<file path="config.mk">
export PLATFORM = sky130hd
export DESIGN_NAME = fft_reorder
export DESIGN_NICKNAME = d
export VERILOG_FILES = /design/src/rtl/fft_pkg.sv /design/src/rtl/reorder_ram.sv /design/src/rtl/fft_reorder.sv
export SDC_FILE = /design/constraint.sdc
export NUM_CORES = 1
export LEC_CHECK = 0
export BUFFER_PORTS_ARGS = -buffer_cell sky130_fd_sc_hd__buf_2
export CORE_MARGIN = 8
export CORE_UTILIZATION = 30
export CTS_CLUSTER_DIAMETER = 120
export DETAILED_ROUTE_END_ITERATION = 12
export GPL_TIMING_DRIVEN = 0
export PLACE_DENSITY = 0.55
export SYNTH_ARGS = -nofsm -noshare
export SYNTH_HDL_FRONTEND = slang
export SYNTH_HIERARCHICAL = 1
export SYNTH_SLANG_ARGS = --single-unit
</file>
<file path="constraint.sdc">
create_clock -name clk -period 2.9 [get_ports clk]
set_input_delay 0.29 -clock clk [delete_from_list [all_inputs] [get_ports clk]]
set_output_delay 0.29 -clock clk [all_outputs]
set_load 0.05 [all_outputs]
</file>
<file path="src/rtl/fft_pkg.sv">
// rtl/fft_pkg.sv - shared constants and bit-reverse helper for the FFT reorder block
package fft_pkg;

  localparam int FFT_LOG2N      = 4;
  localparam int FFT_DATA_WIDTH = 5;

  // Reverses the low 'width' bits of value; bits above width return as zero.
  function automatic logic [31:0] bitrev(input logic [31:0] value, input int width);
    logic [31:0] r;
    r = '0;
    for (int i = 0; i < 32; i++) begin
      if (i < width) r[i] = value[width-1-i];
    end
    return r;
  endfunction

endpackage

</file>
<file path="src/rtl/reorder_ram.sv">
// rtl/reorder_ram.sv - two-bank sample store, one write port and one asynchronous read port
module reorder_ram
  import fft_pkg::*;
#(
  parameter int DATA_WIDTH = FFT_DATA_WIDTH,
  parameter int LOG2N      = FFT_LOG2N
) (
  input  logic                    i_clk,
  input  logic                    i_wr_en,
  input  logic [LOG2N:0]          i_wr_addr,
  input  logic [2*DATA_WIDTH-1:0] i_wr_data,
  input  logic [LOG2N:0]          i_rd_addr,
  output logic [2*DATA_WIDTH-1:0] o_rd_data
);

  localparam int DEPTH = 2**(LOG2N+1);

  logic [2*DATA_WIDTH-1:0] r_mem [DEPTH];

  always_ff @(posedge i_clk) begin
    if (i_wr_en) r_mem[i_wr_addr] <= i_wr_data;
  end

  assign o_rd_data = r_mem[i_rd_addr];

endmodule

</file>
<file path="src/rtl/fft_reorder.sv">
// rtl/fft_reorder.sv - ping-pong buffer turning bit-reversed FFT frames into natural order
module fft_reorder
  import fft_pkg::*;
#(
  parameter int DATA_WIDTH = FFT_DATA_WIDTH,
  parameter int LOG2N      = FFT_LOG2N
) (
  input  logic                         clk,
  input  logic                         rst,
  input  logic                         in_valid,
  output logic                         in_ready,
  input  logic signed [DATA_WIDTH-1:0] in_real,
  input  logic signed [DATA_WIDTH-1:0] in_imag,
  output logic                         out_valid,
  input  logic                         out_ready,
  output logic signed [DATA_WIDTH-1:0] out_real,
  output logic signed [DATA_WIDTH-1:0] out_imag,
  output logic [LOG2N-1:0]             out_index,
  output logic                         out_last
);

  localparam int              N    = 2**LOG2N;
  localparam logic [LOG2N-1:0] LAST = LOG2N'(N-1);

  logic [1:0]                   r_full;
  logic                         r_wr_bank;
  logic                         r_rd_bank;
  logic [LOG2N-1:0]             r_wr_cnt;
  logic [LOG2N-1:0]             r_rd_cnt;
  logic                         r_out_valid;
  logic                         r_out_last;
  logic signed [DATA_WIDTH-1:0] r_out_real;
  logic signed [DATA_WIDTH-1:0] r_out_imag;
  logic [LOG2N-1:0]             r_out_index;

  logic                         w_in_hs;
  logic                         w_load;
  logic                         w_wr_last;
  logic                         w_rd_last;
  logic [LOG2N-1:0]             w_wr_addr;
  logic [2*DATA_WIDTH-1:0]      w_rd_data;
  logic [1:0]                   w_full_nxt;

  assign in_ready  = !r_full[r_wr_bank];
  assign w_in_hs   = in_valid && in_ready;
  assign w_load    = r_full[r_rd_bank] && (!r_out_valid || out_ready);
  assign w_wr_last = w_in_hs && (r_wr_cnt == LAST);
  assign w_rd_last = w_load && (r_rd_cnt == LAST);
  assign w_wr_addr = LOG2N'(bitrev(32'(r_wr_cnt), LOG2N));

  // Set and clear can land on the same edge; they always target different banks.
  always_comb begin
    w_full_nxt = r_full;
    if (w_rd_last) w_full_nxt[r_rd_bank] = 1'b0;
    if (w_wr_last) w_full_nxt[r_wr_bank] = 1'b1;
  end

  reorder_ram #(
    .DATA_WIDTH(DATA_WIDTH),
    .LOG2N     (LOG2N)
  ) u_ram (
    .i_clk    (clk),
    .i_wr_en  (w_in_hs),
    .i_wr_addr({r_wr_bank, w_wr_addr}),
    .i_wr_data({in_real, in_imag}),
    .i_rd_addr({r_rd_bank, r_rd_cnt}),
    .o_rd_data(w_rd_data)
  );

  always_ff @(posedge clk) begin
    if (rst) begin
      r_full      <= '0;
      r_wr_bank   <= 1'b0;
      r_rd_bank   <= 1'b0;
      r_wr_cnt    <= '0;
      r_rd_cnt    <= '0;
      r_out_valid <= 1'b0;
      r_out_last  <= 1'b0;
      r_out_real  <= '0;
      r_out_imag  <= '0;
      r_out_index <= '0;
    end else begin
      r_full <= w_full_nxt;
      if (w_in_hs) begin
        r_wr_cnt <= r_wr_cnt + LOG2N'(1);
        if (w_wr_last) r_wr_bank <= !r_wr_bank;
      end
      if (w_load) begin
        r_out_valid <= 1'b1;
        r_out_real  <= w_rd_data[2*DATA_WIDTH-1:DATA_WIDTH];
        r_out_imag  <= w_rd_data[DATA_WIDTH-1:0];
        r_out_index <= r_rd_cnt;
        r_out_last  <= (r_rd_cnt == LAST);
        r_rd_cnt    <= r_rd_cnt + LOG2N'(1);
        if (w_rd_last) r_rd_bank <= !r_rd_bank;
      end else if (out_ready) begin
        r_out_valid <= 1'b0;
      end
    end
  end

  assign out_valid = r_out_valid;
  assign out_real  = r_out_real;
  assign out_imag  = r_out_imag;
  assign out_index = r_out_index;
  assign out_last  = r_out_last;

endmodule

</file>
# [Word level (Yosys, flattened, before mapping)]
# Memory sizes are Yosys's and may differ from the RTL's. A register that Yosys moved wholly into a read port is not among the register bits.
# Cells that the tools add are included.
[totals] regBits=18 latch_bits=0 ramBits=320 romBits=0 output_inout_bits=17 wordCells=48 memories=1
[mem_list] name="u_ram.r_mem" words=32 width=10 read_ports=1 rd_clocked_by_memory_dff=1 write_ports=1 line_no="reorder_ram.sv:18" source="logic [2*DATA_WIDTH-1:0] r_mem [DEPTH];"
[op_classes] addsub=2 mul=0 div_mod_pow=0 order_cmp=4 eq_ne=2 n_shift=0 mux=14 bitwise_logic=3 n_reduce_logical=14
[op_table] cell="2-to-1 mux 1 bit" n=10
[op_table] cell="adder 4 x 1 -> 4 bit (second input constant)" n=2
[op_table] cell="== test 4 bit (second input constant)" n=2
[op_table] cell="logical AND 1 bit" n=6
[op_table] cell="logical NOT 1 bit" n=4
[op_table] cell="< comparator 1 x 2 -> 1 bit (second input constant)" n=2
[op_table] cell="2-to-1 mux 2 bit" n=2
[op_table] cell="AND reduction 2 bit" n=2
[op_table] cell="bitwise AND 2 bit" n=1
[op_table] cell="demux 1 bit (select 1 bit)" n=2
[op_table] cell="greater-or-equal comparator 1 bit (second input constant)" n=2
[op_table] cell="NOT 2 bit" n=1
[op_table] cell="bitwise OR 2 bit" n=1
[op_table] cell="nonzero test 2 bit" n=1
[op_table] cell="logical OR 1 bit" n=1

# [Logic depth before layout (Yosys ltp)]
# Gate-level depths: netlist (run 1).
[depth] depth_word=9 ltp_mapped=9

# [Hierarchy]
# Netlist (run 1), hierarchy kept.
[modules_own_cells] mod="reorder_ram" n_inst=1 cells_per_inst=723 area_per_inst_um2=12793.5 seq_area_each_um2=9609.2
[modules_own_cells] mod="fft_reorder" n_inst=1 cells_per_inst=139 area_per_inst_um2=1176.1 seq_area_each_um2=560.5

# [Least setup slack after synthesis (run 1)]
# OpenSTA, ideal clock, no wires.
[synth_timing] path_kind="register to register" startpoint="reg r_wr_bank" endpoint="mem u_ram/r_mem[0][0] (netlist name) (enable)" t_arrival_ns=2.045 required_ns=2.524 path_slack_ns=0.479 stages_incl_launch_ff=6 period_less_slack_ns=2.421 cell_sequence="dfxtp_1 mux2_2 nor2_1 or3b_1 clkbuf_1 nor2_1"
[synth_between] elab_chain_cells=6
[synth_rtl] item="start: declaration" line_no="fft_reorder.sv:26" source="logic r_wr_bank;"
[synth_rtl] item="start signal: assignment" line_no="fft_reorder.sv:86" source="if (w_wr_last) r_wr_bank <= !r_wr_bank;"
[synth_rtl] item="2-to-1 mux 1 bit (implied by the code) (2 in series)" line_no="fft_reorder.sv:44" source="assign in_ready = !r_full[r_wr_bank];"
[synth_rtl] item="logical NOT 1 bit" line_no="fft_reorder.sv:44"
[synth_rtl] item="logical AND 1 bit" line_no="fft_reorder.sv:45" source="assign w_in_hs = in_valid && in_ready;"
[synth_rtl] item="named net w_in_hs" line_no="fft_reorder.sv:36" source="logic w_in_hs;"
[synth_rtl] item="2-to-1 mux 1 bit" line_no="reorder_ram.sv:21" source="if (i_wr_en) r_mem[i_wr_addr] <= i_wr_data;"
[synth_rtl] item="2-to-1 mux 1 bit (implied by the code)" line_no="reorder_ram.sv:21"
[synth_rtl] item="end: declaration" line_no="reorder_ram.sv:18"
# The timed path passes the listed nets, and every way through them passes these cells. The select of a mux whose other input is x is not followed.

# [Worst setup path after layout (run 1)]
[layout_timing] startpoint="reg r_wr_bank" endpoint="mem u_ram/r_mem[3][4] (netlist name) (enable)"
# The elaborated chain is that of the path after synthesis.

==> flow_summary.yaml, run 1 <==
status:
  outcome: "finished with violations"
  violations: "setup timing"
power:
  ir_drop_v: 0.000656
  p_sw_share_pct: 19.8
  pwr-share-clk_pct: 44.5
  cellLeakagePower_nw: 4.91
  power_frac_comb_pct: 2.0
  p_switching_w: 0.00204
  seqPwrFrac_pct: 53.4
  powerDensity_nw_per_um2: 629
  p_int_w: 0.00827
yosys:
  ys_warn_count: 6
  synthTopCellsByArea: "edfxtp_1 69%, mux2i_1 12%, dfxtp_1 4.0%"
  yosys_register_bits: 348
  synth_simple_gate_area_share_pct: 5.74
  netlist_instances: 862
  yosys.area.top_type: "edfxtp_1"
  syn-cell-area_sq_um: 14000
  synthMuxAreaShare_pct: 11.9
  synth_top_family_by_area: "multiplexers"
  synth_nets: 878
  post_synth_xor_area_fraction_pct: 0
  seq_area_frac_synth_pct: 72.8
  synth.avg_cell_area_sq_um: 16.2
  ys_types: 39
  synthAdderAreaFrac_pct: 0.179
  synth.top_cell.area_share_pct: 68.8
  synth-compound-area-share_pct: 6.44
worst_setup_path:
  r2r_cells: 4
  end_kind: "flip-flop"
  reg2reg_to: "u_ram/r_mem[3][4]$_DFFE_PP_"
  criticalPathCategory: "flip-flop to flip-flop"
  crit_end: "u_ram/r_mem[3][4]$_DFFE_PP_"
  crit_arrival_ns: 3.12
  reg2reg_from: "r_wr_bank$_SDFFE_PP0P_"
  cp-start-kind: "flip-flop"
  r2r_slack_ns: -0.08
  startpoint: "r_wr_bank$_SDFFE_PP0P_"
  critPathMaxFanout: 11
  cp_data_required_time_ns: 3.04
sta:
  slew_headroom_pct: 50.5
  timing.final.ws_setup_ns: -0.0772
  tns_ns: -1.15
  max_freq_mhz: 336
  hold_viol: 0
  rsz0062_at_grt: "true"
  finClkSkew_ns: 0.0227
  layout_min_cycle_time_ns: 2.98
  setup-violations-final: 30
  period_share_pct: 103
  drv_slew: 0
  finalHoldWorstSlack_ns: 0.103
  tightest_slew_ns: 0.742
cts:
  cts_buffers: 39
  cts-htree-levels: 2
  clk_pin_slew_ns: 0.06
  clockBufferDepth: 3
  cts_tree: "yes"
  insertion_delay_ns: 0.53
  clock-root-buffer: "clkbuf_16"
  cts_sinks: 348
global_routing:
  grt_pass1_vias: 7878
  grt_usage_pct: 12.1
  grt_max_degree: 33
  grt_overflow_total: 0
  grt_first_pass_wirelength_um: 49300
  use_met3_pct: 2.04
  grt_util_met2_pct: 20.4
  top_usage_layer: "met2"
  use_met1_pct: 15.7
  antenna_found_initial: 1
drt:
  first_iter_violations: 589
  via_count: 7812
  wl_per_cell_um: 20.8
  ant_nets: 0
  wl_um: 32700
  first_pass_iters: 5
  drcViolationCount: 0
  via_per_inst: 4.96
floorplanning:
  die_h_um: 232
  core_sq_um: 46300
  start_util_pct: 30.2
  dieWidth_um: 232
  die_area_sq_um: 53700
  ioPinCount: 31
  rows: 79
cells_and_area:
  final_area_sq_um: 16400
  final_cell_count_no_fill: 1575
  finish.utilization_pct: 35.4
  multi_input_area_sq_um: 3590
  regArea_sq_um: 10200
  n_antenna_cell: 0
  layout-drive-gt1-share_pct: 18.9
  area_delta_synth_final_pct: 17.4
  fin_nets: 957
  fillCellCount: 4441
placement:
  place_area_sq_um: 14900
  dp_cells: 1499
  hpwl_um: 20800
  port_buffers: 30
  globalplace.congestion: 0.835
flow_run:
  cap_viol_max_count: 0
worst_hold_path:
  hold_class: "primary input to flip-flop"
==> cell type report <==
class	count	share of cell area, %
plain buffers	50	2.43
clock buffers	47	6.32
clock inverters	21	1.00
inverters	4	0.0916
multi-input cells	459	21.9
flip-flops and latches	348	62.0
well taps	607	4.63
repair buffers	39	1.63
==> critical path, stage by stage (launching register included) <==
cell     delay (ns)
dfxtp_2        0.50
mux2_2         0.45
nor2_1         0.29
nand3_1        0.58
nor2_2         0.76
==> what timing repair did <==
| item | in CTS | in global routing |
|---|---|---|
| gates resized for setup | 48 | 11 |
| pin swaps | 5 | 1 |
| buffers inserted | 7 | 2 |
| setup endpoints to repair | 320 | 241 |
| hold buffers | 0 | 0 |
==> cell usage in the layout, fill, tap and decap left out, drive strengths merged, types with 10 or more instances in the layout <==
master | synthesis | routed
o21ai | 20 | 20
a31oi | 10 | 10
clkinv | 0 | 15
buf | 36 | 75
nor2 | 39 | 39
a21oi | 42 | 42
nand4 | 11 | 11
mux2i | 161 | 161
clkbuf | 15 | 61
nand2 | 23 | 23
nand3 | 44 | 44
edfxtp | 320 | 320
nor3 | 11 | 11
a22oi | 40 | 40
dfxtp | 28 | 28
a22o | 20 | 20
==> how the worst min path moves through the flow <==
stage / startpoint / endpoint / slack (ns) / cells after the start
after global placement: out_index[3]$_SDFFE_PP0P_ / out_index[3]$_SDFFE_PP0P_ / 0.47 / 2
final: in_valid / r_wr_cnt[1]$_SDFFE_PP0P_ / 0.10 / 3
after floorplan: in_imag[0] / u_ram/r_mem[0][0]$_DFFE_PP_ / 0.39 / 0
after CTS: in_valid / r_wr_cnt[1]$_SDFFE_PP0P_ / 0.06 / 3
after detailed placement: out_last$_SDFFE_PP0P_ / out_last$_SDFFE_PP0P_ / 0.47 / 2
after global routing: in_valid / r_wr_cnt[1]$_SDFFE_PP0P_ / 0.10 / 3
==> power by group through the flow <==
stage | Sequential [W] | Clock (W) | Combinational, W
after detailed placement | 0.00562 | 0 | 0.000192
after global placement | 0.00562 | 0 | 0.000186
after CTS | 0.00551 | 0.00472 | 0.000214
after global routing | 0.00551 | 0.00492 | 0.000229
final | 0.00551 | 0.00459 | 0.000209
after floorplan | 0.00561 | 0 | 0.0000669
==> synthesized netlist by cell type (all sizes together) <==
cell	instances
buf	36
nand3b	5
or3b	3
ha	2
a31oi	10
or3	3
nand3	44
o31ai	2
o311ai	1
and3	1
clkbuf	15
mux2	4
o21ai	20
nor2	39
nand4	11
a311oi	1
inv	4
or2	1
a22o	20
a22oi	40
nand2b	3
mux2i	161
nand2	23
or4	3
dfxtp	28
nor3	11
edfxtp	320
a32o	1
and2	1
a31o	1
a21oi	42
nor2b	6
==> kinds of logic after synthesis <==
| group | Yosys count |
|---|---|
| muxes | 165 |
| DFF | 348 |
| adders and majority gates | 2 |
| AOI/OAI and AO/OA | 138 |
| buffers and inverters | 55 |
| and+or+nand+nor | 154 |
==> per-layer routing <==
layer  part of all wire (%)  up-vias
met5                      0        -
met4                    2.7        0
met3                    5.3       55
met2                     49      209
met1                     43     3986
li1                       -     3562
==> through the flow <==
step           worst slack (ns)  power [W]
5_1_grt                 -0.0860     0.0107
3_5_place_dp             -0.402    0.00581
2_1_floorplan             0.479    0.00568
6_report                -0.0772     0.0103
4_1_cts                  -0.166     0.0104
3_3_place_gp             -0.377    0.00580
==> state kept, by name (all words and copies together), names as in the netlist, 2 cells and up <==
signal and cells:
r_wr_cnt 4, out_imag 5, r_rd_cnt 4, r_full 2
out_real 5, out_index 4, u_ram/r_mem 320
Power figures use the tool's default switching activity.
==> run 2, diff against run 1 <==
--- a/config.mk
+++ b/config.mk
@@ -12,6 +12,8 @@
 export DETAILED_ROUTE_END_ITERATION = 12
 export GPL_TIMING_DRIVEN = 0
 export PLACE_DENSITY = 0.55
+export SKIP_CTS_REPAIR_TIMING = 1
+export SKIP_LAST_GASP = 1
 export SYNTH_ARGS = -nofsm -noshare
 export SYNTH_HDL_FRONTEND = slang
 export SYNTH_HIERARCHICAL = 1
==> flow_summary.yaml, run 2 (synthesis results as in run 1) <==
cts:
  cts-htree-levels: 2
  cts_tree: "yes"
  insertion_delay_ns: 0.53
  cts_sinks: 348
  clockBufferDepth: 3
  cts_buffers: 39
  clk_pin_slew_ns: 0.06
  clock-root-buffer: "clkbuf_16"
sta:
  hold_viol: 0
  tightest_slew_ns: 0.845
  layout_min_cycle_time_ns: 3.02
  max_freq_mhz: 331
  rsz0062_at_grt: "true"
  setup-violations-final: 146
  period_share_pct: 104
  drv_slew: 0
  timing.final.ws_setup_ns: -0.120
  slew_headroom_pct: 43.5
  finalHoldWorstSlack_ns: 0.0917
  finClkSkew_ns: 0.0237
cells_and_area:
  final_common_cell: "edfxtp_1"
  n_antenna_cell: 0
  final_area_sq_um: 16300
  largest_reg_flops: 320
  layout-drive-gt1-share_pct: 18.3
  regMostFlops: "u_ram/r_mem"
  area_delta_synth_final_pct: 16.5
  fin_nets: 951
  layout_common_cells: "320 x edfxtp_1, 161 x mux2i_1, 44 x buf_2, 44 x nand3_1, 42 x a21oi_1"
global_routing:
  grt_first_pass_wirelength_um: 49100
  grt_usage_pct: 12.1
  grt_overflow_total: 0
  grt_pass1_vias: 7779
  grt_max_degree: 33
  antenna_found_initial: 1
power:
  power_frac_comb_pct: 2.0
  seqPwrFrac_pct: 53.4
  pwr-share-clk_pct: 44.6
  cellLeakagePower_nw: 4.88
  p_int_w: 0.00827
  ir_drop_v: 0.000656
  p_sw_share_pct: 19.8
  powerDensity_nw_per_um2: 634
  p_switching_w: 0.00204
floorplanning:
  dieWidth_um: 232
  die_area_sq_um: 53700
  start_util_pct: 30.2
  ioPinCount: 31
  die_h_um: 232
  core_sq_um: 46300
  rows: 79
drt:
  via_count: 7758
  wl_um: 32600
  ant_nets: 0
  via_per_inst: 4.94
  drcViolationCount: 0
  first_iter_violations: 589
  first_pass_iters: 7
  wl_per_cell_um: 20.8
worst_setup_path:
  cp-start-kind: "flip-flop"
  criticalPathCategory: "flip-flop to flip-flop"
  end_kind: "flip-flop"
  critPathMaxFanout: 11
  cp_data_required_time_ns: 3.04
  crit_arrival_ns: 3.16
worst_hold_path:
  hold_class: "primary input to flip-flop"
status:
  outcome: "finished with violations"
  violations: "setup timing"
placement:
  place_area_sq_um: 14900
  port_buffers: 30
  hpwl_um: 20800
  globalplace.congestion: 0.835
flow_run:
  cap_viol_max_count: 0
run 2: cell count changes in the layout (fill, tap and decap cells not counted):
| cell | change |
|---|---|
| nor2_2 | +13 |
| nor2_4 | -13 |
| buf_12 | -1 |
| nor2b_1 | +1 |
| nor2b_2 | -1 |
| buf_4 | -5 |
run 2: power by group through the flow:
stage          Clock [W]  Sequential [W]  Combinational, W
3_5_place_dp           0         0.00562          0.000192
2_1_floorplan          0         0.00561         0.0000669
4_1_cts          0.00472         0.00551          0.000193
6_report         0.00460         0.00551          0.000204
3_3_place_gp           0         0.00562          0.000186
5_1_grt          0.00492         0.00551          0.000224
run 2: metal layers:
metal,vias to the layer above,wire (um),global-route usage (%),part of all wire [%]
met5,-,0,0,0
li1,3545,-,-,-
met1,3973,14100,15.9,43
met2,195,16200,20.5,50
met4,0,704,3.32,2.2
met3,45,1570,1.88,4.8
run 2: final cells by class:
cell class | instances | area [sq um]
Inverter | 4 | 15.0
Fill cell | 4459 | 30000
Clock buffer | 47 | 1040
Buffer | 50 | 398
Tap cell | 607 | 759
Timing Repair Buffer | 33 | 210
Sequential cell | 348 | 10200
Multi-Input combinational cell | 459 | 3520
Clock inverter | 21 | 164
run 2: final timing paths:
kind / start / slack, ns / end / cells past startpoint
max: r_wr_bank$_SDFFE_PP0P_ / -0.12 / u_ram/r_mem[2][6]$_DFFE_PP_ / 4
min: in_valid / 0.09 / r_wr_cnt[1]$_SDFFE_PP0P_ / 3
max reg2reg: r_wr_bank$_SDFFE_PP0P_ / -0.12 / u_ram/r_mem[2][6]$_DFFE_PP_ / 4
min reg2reg: out_real[4]$_SDFFE_PP0P_ / 0.48 / out_real[4]$_SDFFE_PP0P_ / 2
run 2: through the flow:
step | TNS [ns] | cells | utilization, % | power [W] | setup WS [ns]
6_report | -6.66 | 1569 | 35.2 | 0.0103 | -0.120
5_1_grt | -20.39 | 1569 | 35.2 | 0.0107 | -0.157
4_1_cts | -90.57 | 1567 | 34.8 | 0.0104 | -0.440
3_5_place_dp | -84.26 | 1499 | 32.2 | 0.00581 | -0.402
3_3_place_gp | -74.52 | 1499 | 32.2 | 0.00580 | -0.377
2_1_floorplan | 0 | 862 | - | 0.00568 | 0.479
run 2: critical path, cell delays in order (launching register included):
cell and delay, ns:
dfxtp_2 0.50, mux2_2 0.45, nor2_1 0.26, nand3b_1 0.64
nor2_2 0.76
==> run 3, diff against run 2 <==
--- a/config.mk
+++ b/config.mk
@@ -7,11 +7,12 @@
 export LEC_CHECK = 0
 export BUFFER_PORTS_ARGS = -buffer_cell sky130_fd_sc_hd__buf_2
 export CORE_MARGIN = 8
-export CORE_UTILIZATION = 30
+export CORE_UTILIZATION = 45
+export CTS_BUF_LIST = sky130_fd_sc_hd__clkbuf_8
 export CTS_CLUSTER_DIAMETER = 120
 export DETAILED_ROUTE_END_ITERATION = 12
 export GPL_TIMING_DRIVEN = 0
-export PLACE_DENSITY = 0.55
+export PLACE_DENSITY = 0.72
 export SKIP_CTS_REPAIR_TIMING = 1
 export SKIP_LAST_GASP = 1
 export SYNTH_ARGS = -nofsm -noshare
==> flow_summary.yaml, run 3 (synthesis results as in run 1) <==
status:
  outcome: "finished with violations"
  violations: "setup timing"
floorplanning:
  dieWidth_um: 192
  core_sq_um: 30600
  ioPinCount: 31
  rows: 64
  die_area_sq_um: 36900
  die_h_um: 192
  start_util_pct: 45.7
sta:
  timing.final.ws_setup_ns: -0.137
  finClkSkew_ns: 0.0350
  rsz0062_at_grt: "true"
  max_freq_mhz: 329
  tns_ns: -13.91
  setup-violations-final: 140
  period_share_pct: 105
  layout_min_cycle_time_ns: 3.04
  slew_headroom_pct: 36.0
  drv_slew: 0
  hold_viol: 0
  tightest_slew_ns: 0.957
global_routing:
  grt_first_pass_wirelength_um: 44100
  antenna_found_initial: 0
  grt_pass1_vias: 7690
  grt_max_degree: 33
  grt_overflow_total: 0
  grt_usage_pct: 15.8
drt:
  first_pass_iters: 5
  drcViolationCount: 0
  ant_nets: 0
  first_iter_violations: 524
  via_per_inst: 5.52
  via_count: 7668
  wl_per_cell_um: 21.0
  wl_um: 29200
worst_setup_path:
  r2r_slack_ns: -0.14
  r2r_cells: 5
  startpoint: "r_wr_bank$_SDFFE_PP0P_"
  cp_data_required_time_ns: 3.09
  criticalPathCategory: "flip-flop to flip-flop"
  end_kind: "flip-flop"
  crit_end: "u_ram/r_mem[4][4]$_DFFE_PP_"
  critPathMaxFanout: 11
  reg2reg_from: "r_wr_bank$_SDFFE_PP0P_"
  crit_arrival_ns: 3.22
  reg2reg_to: "u_ram/r_mem[4][4]$_DFFE_PP_"
  cp-start-kind: "flip-flop"
cts:
  insertion_delay_ns: 0.58
  cts-htree-levels: 2
  clockBufferDepth: 3
  cts_sinks: 348
  clock-root-buffer: "clkbuf_8"
  cts_tree: "yes"
  clk_pin_slew_ns: 0.06
  cts_buffers: 53
worst_hold_path:
  hold_class: "primary input to flip-flop"
cells_and_area:
  largest_reg_flops: 320
  layout-drive-gt1-share_pct: 18.0
  fin_nets: 971
  fillCellCount: 2511
  final_area_sq_um: 15700
  final_common_cell: "edfxtp_1"
  area_delta_synth_final_pct: 12.5
  n_antenna_cell: 0
  layout_common_cells: "320 x edfxtp_1, 161 x mux2i_1, 56 x clkbuf_8"
  regMostFlops: "u_ram/r_mem"
placement:
  preCtsSetupSlack_ns: -0.274
  place_area_sq_um: 14600
  port_buffers: 30
  globalplace.congestion: 0.877
  hpwl_um: 18500
flow_run:
  cap_viol_max_count: 0
power:
  cellLeakagePower_nw: 4.84
  powerDensity_nw_per_um2: 588
  ir_drop_v: 0.000461
  finalPower_w: 0.00924
## run 3: changes by cell type in the layout (fill, tap and decap cells not counted), moves of 6 or more
cell,before,now
inv_1,4,20
clkinv_1,4,10
nor2_1,7,14
buf_4,4,11
clkbuf_16,39,0
clkbuf_8,3,56
## run 3: critical path: stages, from the launching register on
cell	delay, ns
dfxtp_1	0.58
mux2_2	0.46
nor2_1	0.25
or3b_1	0.37
clkbuf_1	0.38
nor2_2	0.60
## run 3: worst min path at each step
stage	cells after the start	slack (ns)	start	to
6_report	3	0.03	in_valid	r_wr_cnt[1]$_SDFFE_PP0P_
5_1_grt	3	0.04	in_valid	r_wr_cnt[1]$_SDFFE_PP0P_
4_1_cts	3	0.003	in_valid	r_wr_cnt[1]$_SDFFE_PP0P_
2_1_floorplan	0	0.39	in_imag[0]	u_ram/r_mem[0][0]$_DFFE_PP_
3_5_place_dp	2	0.47	out_index[3]$_SDFFE_PP0P_	out_index[3]$_SDFFE_PP0P_
3_3_place_gp	2	0.47	out_index[1]$_SDFFE_PP0P_	out_index[1]$_SDFFE_PP0P_
## run 3: stage by stage
step,instances,util [%],hold slack [ns]
detailed placement,1288,47.8,0.469
finish,1388,51.4,0.0269
floorplan,862,-,0.389
global placement,1288,47.8,0.467
global route,1388,51.4,0.0384
CTS,1380,50.8,0.00258
## run 3: cell type report
class / count / area, sq um / share of cell area [%]
multi-input combinational: 459 / 3480 / 22.1
inverter: 4 / 15.0 / 0.0956
clock inverter: 36 / 159 / 1.01
buffer: 51 / 402 / 2.56
tap: 396 / 495 / 3.15
timing repair buffer: 38 / 223 / 1.42
sequential: 348 / 10200 / 64.7
clock buffer: 56 / 771 / 4.91
## run 3: report_power, final
part / switching, W / internal [W]
clock network: 0.00175 / 0.00178
logic: 0.000144 / 0.0000483
registers: 0.0000120 / 0.00550
## run 3: metal layers
| layer | wire (um) | global-route usage [%] | vias up |
|---|---|---|---|
| li1 | - | - | 3590 |
| met1 | 12100 | 19.8 | 3812 |
| met2 | 14800 | 27.3 | 203 |
| met3 | 1510 | 2.63 | 63 |
| met4 | 742 | 5.52 | 0 |
| met5 | 0 | 0 | - |
